## src/rtl/sram_ctrl.sv

```systemverilog
// sram_ctrl: writes a DEPTH-bit pattern one bit per address into a bit-serial SRAM, reads it back, flags mismatches (read-back gated by READBACK_VERIFY_EN).
// Latency: done 2*DEPTH+1 edges after the accepted start edge (DEPTH+1 without read-back, 1 for a no-op); every output is a register.
// Backpressure: none; start edges arriving while busy are dropped, so one rising edge yields exactly one operation.
module sram_ctrl #(
    parameter int ADDR_W = 2,
    localparam int DEPTH = 1 << ADDR_W
) (
    input  logic              clk,
    input  logic              rst,
    input  logic              start,
    input  logic              op,
    input  logic [DEPTH-1:0]  pattern,
    output logic              mem_rw,
    output logic [ADDR_W-1:0] mem_addr,
    output logic              mem_din,
    input  logic              mem_dout,
    output logic              busy,
    output logic              done,
    output logic [DEPTH-1:0]  rd_word,
    output logic [DEPTH-1:0]  err_mask,
    output logic              error
);

    typedef enum logic [1:0] {IDLE, WRITE, READ, DONE} state_t;

    localparam logic [ADDR_W-1:0] LAST = ADDR_W'(DEPTH - 1);

    state_t            state, state_nxt;
    logic [ADDR_W-1:0] cnt, cnt_nxt;
    logic              start_q;
    logic [DEPTH-1:0]  pat_q, pat_nxt;
    logic              op_q, op_nxt;
    logic [DEPTH-1:0]  rd_nxt, err_nxt;
    logic              error_nxt;
    logic              rw_nxt, din_nxt, busy_nxt, done_nxt;
    logic [ADDR_W-1:0] addr_nxt;
    logic              accept;

    assign accept = start & ~start_q & (state == IDLE);

    always_comb begin
        state_nxt = state;
        cnt_nxt   = cnt;
        pat_nxt   = pat_q;
        op_nxt    = op_q;
        rd_nxt    = rd_word;
        err_nxt   = err_mask;
        error_nxt = error;
        rw_nxt    = 1'b0;
        addr_nxt  = '0;
        din_nxt   = 1'b0;
        done_nxt  = 1'b0;
        busy_nxt  = 1'b0;

        case (state)
            IDLE: begin
                if (accept) begin
                    pat_nxt   = pattern;
                    op_nxt    = op;
                    rd_nxt    = '0;
                    err_nxt   = '0;
                    error_nxt = 1'b0;
                    cnt_nxt   = '0;
`ifdef READBACK_VERIFY_EN
                    state_nxt = op ? READ : WRITE;
`else
                    state_nxt = op ? DONE : WRITE;
`endif
                end
            end
            WRITE: begin
                if (cnt == LAST) begin
                    cnt_nxt   = '0;
`ifdef READBACK_VERIFY_EN
                    state_nxt = READ;
`else
                    state_nxt = DONE;
`endif
                end else begin
                    cnt_nxt = cnt + 1'b1;
                end
            end
            READ: begin
                rd_nxt[cnt] = mem_dout;
                if (cnt == LAST) begin
                    // Compare uses the word including the bit captured on this very edge.
                    cnt_nxt   = '0;
                    state_nxt = DONE;
                    err_nxt   = op_q ? '0 : (rd_nxt ^ pat_q);
                    error_nxt = |err_nxt;
                end else begin
                    cnt_nxt = cnt + 1'b1;
                end
            end
            DONE: begin
                state_nxt = IDLE;
            end
            default: state_nxt = IDLE;
        endcase

        // SRAM-side outputs are decoded from the upcoming state so they leave a register.
        case (state_nxt)
            WRITE: begin
                rw_nxt   = 1'b1;
                addr_nxt = cnt_nxt;
                din_nxt  = pat_nxt[cnt_nxt];
            end
            READ:    addr_nxt = cnt_nxt;
            DONE:    done_nxt = 1'b1;
            default: ;
        endcase
        busy_nxt = (state_nxt != IDLE);
    end

    always_ff @(posedge clk or posedge rst) begin
        if (rst) begin
            state    <= IDLE;
            cnt      <= '0;
            start_q  <= 1'b0;
            pat_q    <= '0;
            op_q     <= 1'b0;
            mem_rw   <= 1'b0;
            mem_addr <= '0;
            mem_din  <= 1'b0;
            busy     <= 1'b0;
            done     <= 1'b0;
            rd_word  <= '0;
            err_mask <= '0;
            error    <= 1'b0;
        end else begin
            state    <= state_nxt;
            cnt      <= cnt_nxt;
            start_q  <= start;
            pat_q    <= pat_nxt;
            op_q     <= op_nxt;
            mem_rw   <= rw_nxt;
            mem_addr <= addr_nxt;
            mem_din  <= din_nxt;
            busy     <= busy_nxt;
            done     <= done_nxt;
            rd_word  <= rd_nxt;
            err_mask <= err_nxt;
            error    <= error_nxt;
        end
    end

endmodule

```

## config.mk

```make
export PLATFORM = sky130hd
export DESIGN_NAME = sram_ctrl
export DESIGN_NICKNAME = d
export VERILOG_FILES = /design/src/rtl/sram_ctrl.sv
export SDC_FILE = /design/constraint.sdc
export NUM_CORES = 1
export LEC_CHECK = 0
export CORE_MARGIN = 3
export CORE_UTILIZATION = 40
export CTS_CLUSTER_DIAMETER = 50
export DETAILED_ROUTE_END_ITERATION = 8
export PLACE_DENSITY_LB_ADDON = 0.08
export REMOVE_ABC_BUFFERS = 1
export SLEW_MARGIN = 40
export SYNTH_ARGS = -nofsm -noshare
export SYNTH_HDL_FRONTEND = slang
export SYNTH_SLANG_ARGS = --single-unit
```

## constraint.sdc

```tcl
create_clock -name clk -period 4.05 [get_ports clk]
set_input_delay 0.6075 -clock clk [delete_from_list [all_inputs] [get_ports clk]]
set_output_delay 0.6075 -clock clk [all_outputs]
set_load 0.05 [all_outputs]
```

After elaboration in Yosys (flattened, before gate mapping). Index checks and enable logic that the tools add are counted.

Register bits: 25. Input bits: 9. Output and inout bits: 15. Logic and storage cells: 66.

$add $sub $neg: 1. $lt $le $gt $ge: 3. Equal/unequal tests: 9. Mux-type cells: 26. Bitwise gates (word level): 4. Reductions and logical operators: 10.

Operator list (number): 2-to-1 mux 4 bit (5); case mux 4 bit (2 select lines) (2); 2-to-1 mux 2 bit (6); == test 2 bit, second input constant (5); 2-to-1 mux 1 bit (7); < comparator 2 x 3 -> 1 bit, second input constant (2); case mux 2 bit (3 select lines) (1); bitwise mux 4 bit (1); == test 2 x 1 -> 1 bit, second input constant (2); inequality test 2 bit, second input constant (2); case mux 2 bit (2 select lines) (1); AND reduction 2 bit (2); nonzero test 2 bit (2); OR reduction 2 bit (2); OR reduction 4 bit (1); XOR 4 bit (1); AND reduction 3 bit (1); adder 2 x 1 -> 2 bit, second input constant (1); AND 1 bit (2); binary-select mux 1 bit (select 2 bit) (1); demux 1 bit (select 2 bit) (1); greater-or-equal comparator 2 x 1 -> 1 bit, second input constant (1); logical NOT 2 bit (1); case mux 1 bit (2 select lines) (1); 2 further kinds (2).

Logic depth before layout (Yosys ltp).
Word-level depth: 10. Mapped depth: 10. Mapped depth without buffers: 9.

Worst setup path after synthesis. No wires, ideal clock.

Path kind: register to register. Start: reg cnt[0]. End: reg mem_din. Library setup time: 0.120 ns. Data arrival time: 1.860 ns. Data required time: 3.930 ns. Slack: 2.070 ns. Cell stages (with the launch flop): 8. Path buffers: 1. Period minus slack after synthesis: 1.980 ns. Cells stage by stage: dfrtp_1 > ha_1 > buf_6 > or4b_4 > o311a_4 > mux2_1 > mux2i_1 > nor2b_1.

Word-level cells in the longest chain between the ends: 6. Elaborated cells on any way between the ends: 11. Classes of those cells: add/sub (1); eq/ne (2); mux (8).

Ends and longest elaborated chain: from (decl) (line 29) `logic [ADDR_W-1:0] cnt, cnt_nxt;`; from (signal assigned) (line 132) `cnt <= cnt_nxt;`; adder 2 x 1 -> 2 bit or == test 2 bit (tied branches); 2-to-1 mux 2 bit (line 72, 85); case mux 2 bit (2 select lines) (line 55) `case (state)`; binary-select mux 1 bit (select 2 bit) (line 106) `din_nxt = pat_nxt[cnt_nxt];`; 2-to-1 mux 1 bit (implied by the code) (line 106); 2-to-1 mux 1 bit (*) (line 102) `case (state_nxt)`; net din_nxt (line 35) `logic rw_nxt, din_nxt, busy_nxt, done_nxt;`; to (signal assigned) (line 138) `mem_din <= din_nxt;`; to (decl) (line 15) `output logic mem_din,`.

The timed path passes the listed nets; every way through them passes the cells marked *. The select of a mux whose other input is x is not followed. A chain may end at the register's enable or synchronous reset.

Final worst setup path.
Start: reg rd_word[1]. End: out rd_word[1].

RTL lines: from (decl) (line 19) `output logic [DEPTH-1:0] rd_word,`; from (signal assigned) (line 141) `rd_word <= rd_nxt;`.

No word-level cell between the ends.

==> summary.md <==
| Metric | Value |
|---|---|
| Run status | `complete, no violations` |
| Worst vdd rail ir drop | `0.358 mV` |
| Total routing resource utilization after global routing | `0.152` |
| Final setup violation count | `0` |
| # IOs | `24` |
| Half-perimeter wire length after detailed placement | `2.06 mm` |
| Critical Path RT | `3.44 ns` |
| Cell type of the slowest stage on the worst timing path | `sky130_fd_sc_hd__clkdlybuf4s50_1` |
| WL/cell | `14.4 um` |
| Post-Syn Area | `0.00139 mm2` |
| Bufs on Longest Clock Path | `2` |
| WS Path Type | `reg -> out` |
| Worst endpoint data arrival time | `1.57 ns` |
| Starting DRC count in detailed routing | `51` |
| Largest net degree at the start of global routing | `26` |
| Remaining antenna violation count after routing | `0` |
| Crit start category | `register` |
| Warnings, synthesis | `0` |
| Drt first pass iters | `5` |
| Die area | `0.00422 mm2` |
| Placed Instance Area | `0.00165 mm2` |
| Antenna violations before repair | `0` |
| Clock Tree Root | `sky130_fd_sc_hd__clkbuf_4` |
| Post-synth EDFFs | `0` |
| Clock Power Share | `0.099` |
| Total negative slack for setup checks | `0 ns` |
| Area of combinational cells with multiple inputs | `703 um2` |
| RSZ-0062 raised after global routing | `no` |
| Port Buffer Count | `23` |
| Switching pwr | `525 uW` |
| Fraction of power consumed by sequential logic | `0.330` |
| Proportion of layout cells with a drive suffix above 1 | `0.0980` |
| Share of the yosys chip area belonging to registers | `0.450` |
| First element of the critical path | `rd_word[1]` |
| Clock latency on the worst-skew pair | `0.33 ns` |
| Net Sw Frac | `0.451` |
| CORE AREA | `0.00318 mm2` |
| Clock slew seen by the registers of the worst setup and hold paths | `0.13 ns` |
| Wire length of the first global-routing pass | `4.99 mm` |
| Last weighted congestion value of the routability-driven placer | `0.742` |
| Final min period | `2.18 ns` |
| Maximum single-stage delay on the critical path | `0.83 ns` |
| Register bit count reported by yosys | `25` |
| Total wirelength of the detailed-routed design | `2.83 mm` |
| Startpoint of the worst-slack reg-to-reg timing path | `state[0]` |
| Critical hold path startpoint | `err_mask[1]` |
| Post-route DRC violation count | `0` |
| Initial Utilization | `0.437` |
| Buffers inserted during post-CTS setup optimization | `0` |
| P per Cell Area | `692 mW/mm2` |
| Vias in the first global route | `1,054` |
| Final std cell area, no fill | `0.00168 mm2` |
| Global-route congestion overflow total | `0` |
| Cell variety after synth | `34` |
| Area overhead of the layout relative to synthesis | `21.0%` |
| Final Max Slew Viols | `0` |
| Detail-routed via count per cell | `5.22` |
| Mean instance size in the synthesized netlist | `10.7 um2` |
| Post-cts repair resize count | `0` |
| Type of destination of the critical path | `output port` |
| Primary FF master, synth | `sky130_fd_sc_hd__dfrtp_1` |
| CP cell instances | `clkdlybuf4s50_1` |
| Worst Tran Pin Value | `0.625 ns` |
| Worst rel slew slack | `0.579` |
| Overall power of the completed layout | `1160 uW` |
| Antenna cells | `0` |
| Tightest hold margin | `0.493 ns` |
| Internal | `638 uW` |
| Clock Sink Count | `25` |
| NumNets Final | `174` |
| Combinational group share of total power | `0.571` |
| Number of hold-repair buffers added at the cts stage | `0` |
| Min-Delay Path Class | `reg -> reg` |
| Number of hold violations in the final report | `0` |
| Critical path's top delay family | `buffers and inverters` |
| Standard-cell rows | `20` |
| Portion of the clock cycle consumed by the worst path in the final layout | `0.538` |
| Share of flip-flops with an asynchronous set or reset | `1.00` |
| Max capacitance violation total | `0` |
| Worst Clk Skew | `0.0149 ns` |
| Maximum clock frequency | `459 MHz` |
| Clock H-tree levels | `1` |
| CP Buf/Inv Count | `1` |
| Footprint of the flip-flops and latches | `626 um2` |
| Chip Width | `65.0 um` |
| Number of buffers created by CTS | `3` |
| Syn Inst Count | `130` |
| Leakage power figure | `0.000750 uW` |
| Routed via count | `1,028` |
| Vertical die dimension | `65.0 um` |
| Number of fill cells in the layout | `295` |
| Clock tree from TritonCTS | `yes` |
| Peak fanout along the critical path | `5` |
-- cells in the mapped netlist (2+ instances only) --
| cell type | count | area share |
|---|---|---|
| sky130_fd_sc_hd__a21oi_1 | 3 | 0.011 |
| sky130_fd_sc_hd__ha_1 | 11 | 0.099 |
| sky130_fd_sc_hd__nand3b_1 | 2 | 0.011 |
| sky130_fd_sc_hd__a221o_1 | 2 | 0.014 |
| sky130_fd_sc_hd__nand2_1 | 8 | 0.022 |
| sky130_fd_sc_hd__clkbuf_1 | 2 | 0.0054 |
| sky130_fd_sc_hd__a31oi_1 | 2 | 0.0090 |
| sky130_fd_sc_hd__dfrtp_1 | 25 | 0.45 |
| sky130_fd_sc_hd__mux2_1 | 2 | 0.016 |
| sky130_fd_sc_hd__nand3_1 | 3 | 0.011 |
| sky130_fd_sc_hd__mux2i_1 | 5 | 0.036 |
| sky130_fd_sc_hd__nand2b_1 | 5 | 0.023 |
| sky130_fd_sc_hd__a21o_1 | 2 | 0.011 |
| sky130_fd_sc_hd__inv_1 | 10 | 0.027 |
| sky130_fd_sc_hd__nor2b_1 | 7 | 0.032 |
| sky130_fd_sc_hd__nor2_1 | 4 | 0.011 |
| sky130_fd_sc_hd__a22o_1 | 2 | 0.013 |
| sky130_fd_sc_hd__mux2_2 | 4 | 0.032 |
| sky130_fd_sc_hd__xnor2_1 | 4 | 0.025 |
| sky130_fd_sc_hd__o21ai_0 | 10 | 0.036 |
| sky130_fd_sc_hd__o211ai_1 | 2 | 0.011 |
| sky130_fd_sc_hd__nand4_1 | 2 | 0.0090 |
| sky130_fd_sc_hd__a31o_2 | 2 | 0.013 |
-- worst paths after layout --
path,end,slack [ns],cells after the start
worst max-delay path,rd_word[1],1.87,1
worst min-delay path,err_mask[1],0.49,2
worst max register to register,mem_din,1.90,7
worst min register to register,err_mask[1],0.49,2
max in group asynchronous,cnt[1],3.04,2
min in group asynchronous,mem_din,0.63,2
-- sequential cells by signal, summed over array words and instances (netlist names) --
name / count
mem_rw: 1
err_mask: 4
state: 2
start_q: 1
cnt: 2
mem_din: 1
error: 1
busy: 1
mem_addr: 2
pat_q: 4
done: 1
rd_word: 4
op_q: 1
-- layer usage --
layer	track usage	wire, um	up-vias
li1	-	-	498
met1	0.207	1350	500
met2	0.240	1340	26
met3	0.0312	91	4
met4	0.0449	53	0
met5	0	0	-
-- cell type report --
| class | count | area share |
|---|---|---|
| Sequential cell | 25 | 0.372 |
| Timing Repair Buffer | 23 | 0.137 |
| Clock buffer | 3 | 0.0134 |
| Tap cell | 44 | 0.0327 |
| Multi-Input combinational cell | 91 | 0.418 |
| Clock inverter | 1 | 0.00446 |
| Inverter | 10 | 0.0223 |
-- cells in the final DEF, fill, tap and decap left out, types with 4 or more instances in the layout --
cell                               n
sky130_fd_sc_hd__clkdlybuf4s50_1  23
sky130_fd_sc_hd__nand2b_1          5
sky130_fd_sc_hd__inv_1             9
sky130_fd_sc_hd__mux2_2            4
sky130_fd_sc_hd__o21ai_0          10
sky130_fd_sc_hd__dfrtp_1          25
sky130_fd_sc_hd__nor2_1            4
sky130_fd_sc_hd__nand2_1           8
sky130_fd_sc_hd__xnor2_1           4
sky130_fd_sc_hd__mux2i_1           5
sky130_fd_sc_hd__ha_1             11
sky130_fd_sc_hd__nor2b_1           7
-- power groups by stage --
stage                     logic, uW  clock network (uW)  registers (uW)
after floorplan                 377                   0             496
after global placement          655                   0             387
after detailed placement        667                   0             389
after CTS                       669                 122             384
after global routing            731                 133             396
final                           664                 115             384
-- stage by stage --
stage	utilization	std cells	setup WS (ns)
6_report	0.529	197	1.87
5_1_grt	0.529	197	1.67
4_1_cts	0.529	197	1.85
3_5_place_dp	0.520	193	1.68
3_3_place_gp	0.520	193	1.70
2_1_floorplan	-	126	2.11
-- cell families (layout without fill, tap and decap cells) --
kind of cell             Yosys count  in the layout  synth area share
AND/OR/NAND/NOR                   36             36             0.149
AO/OA/AOI/OAI                     29             29             0.149
buffers and inverters             14             37            0.0441
adder cells (fa/ha/maj)           11             11            0.0990
multiplexers                      11             11            0.0846
flip-flops                        25             25             0.450
XOR/XNOR                           4              4            0.0252
(Power assumes the default switching activity.)
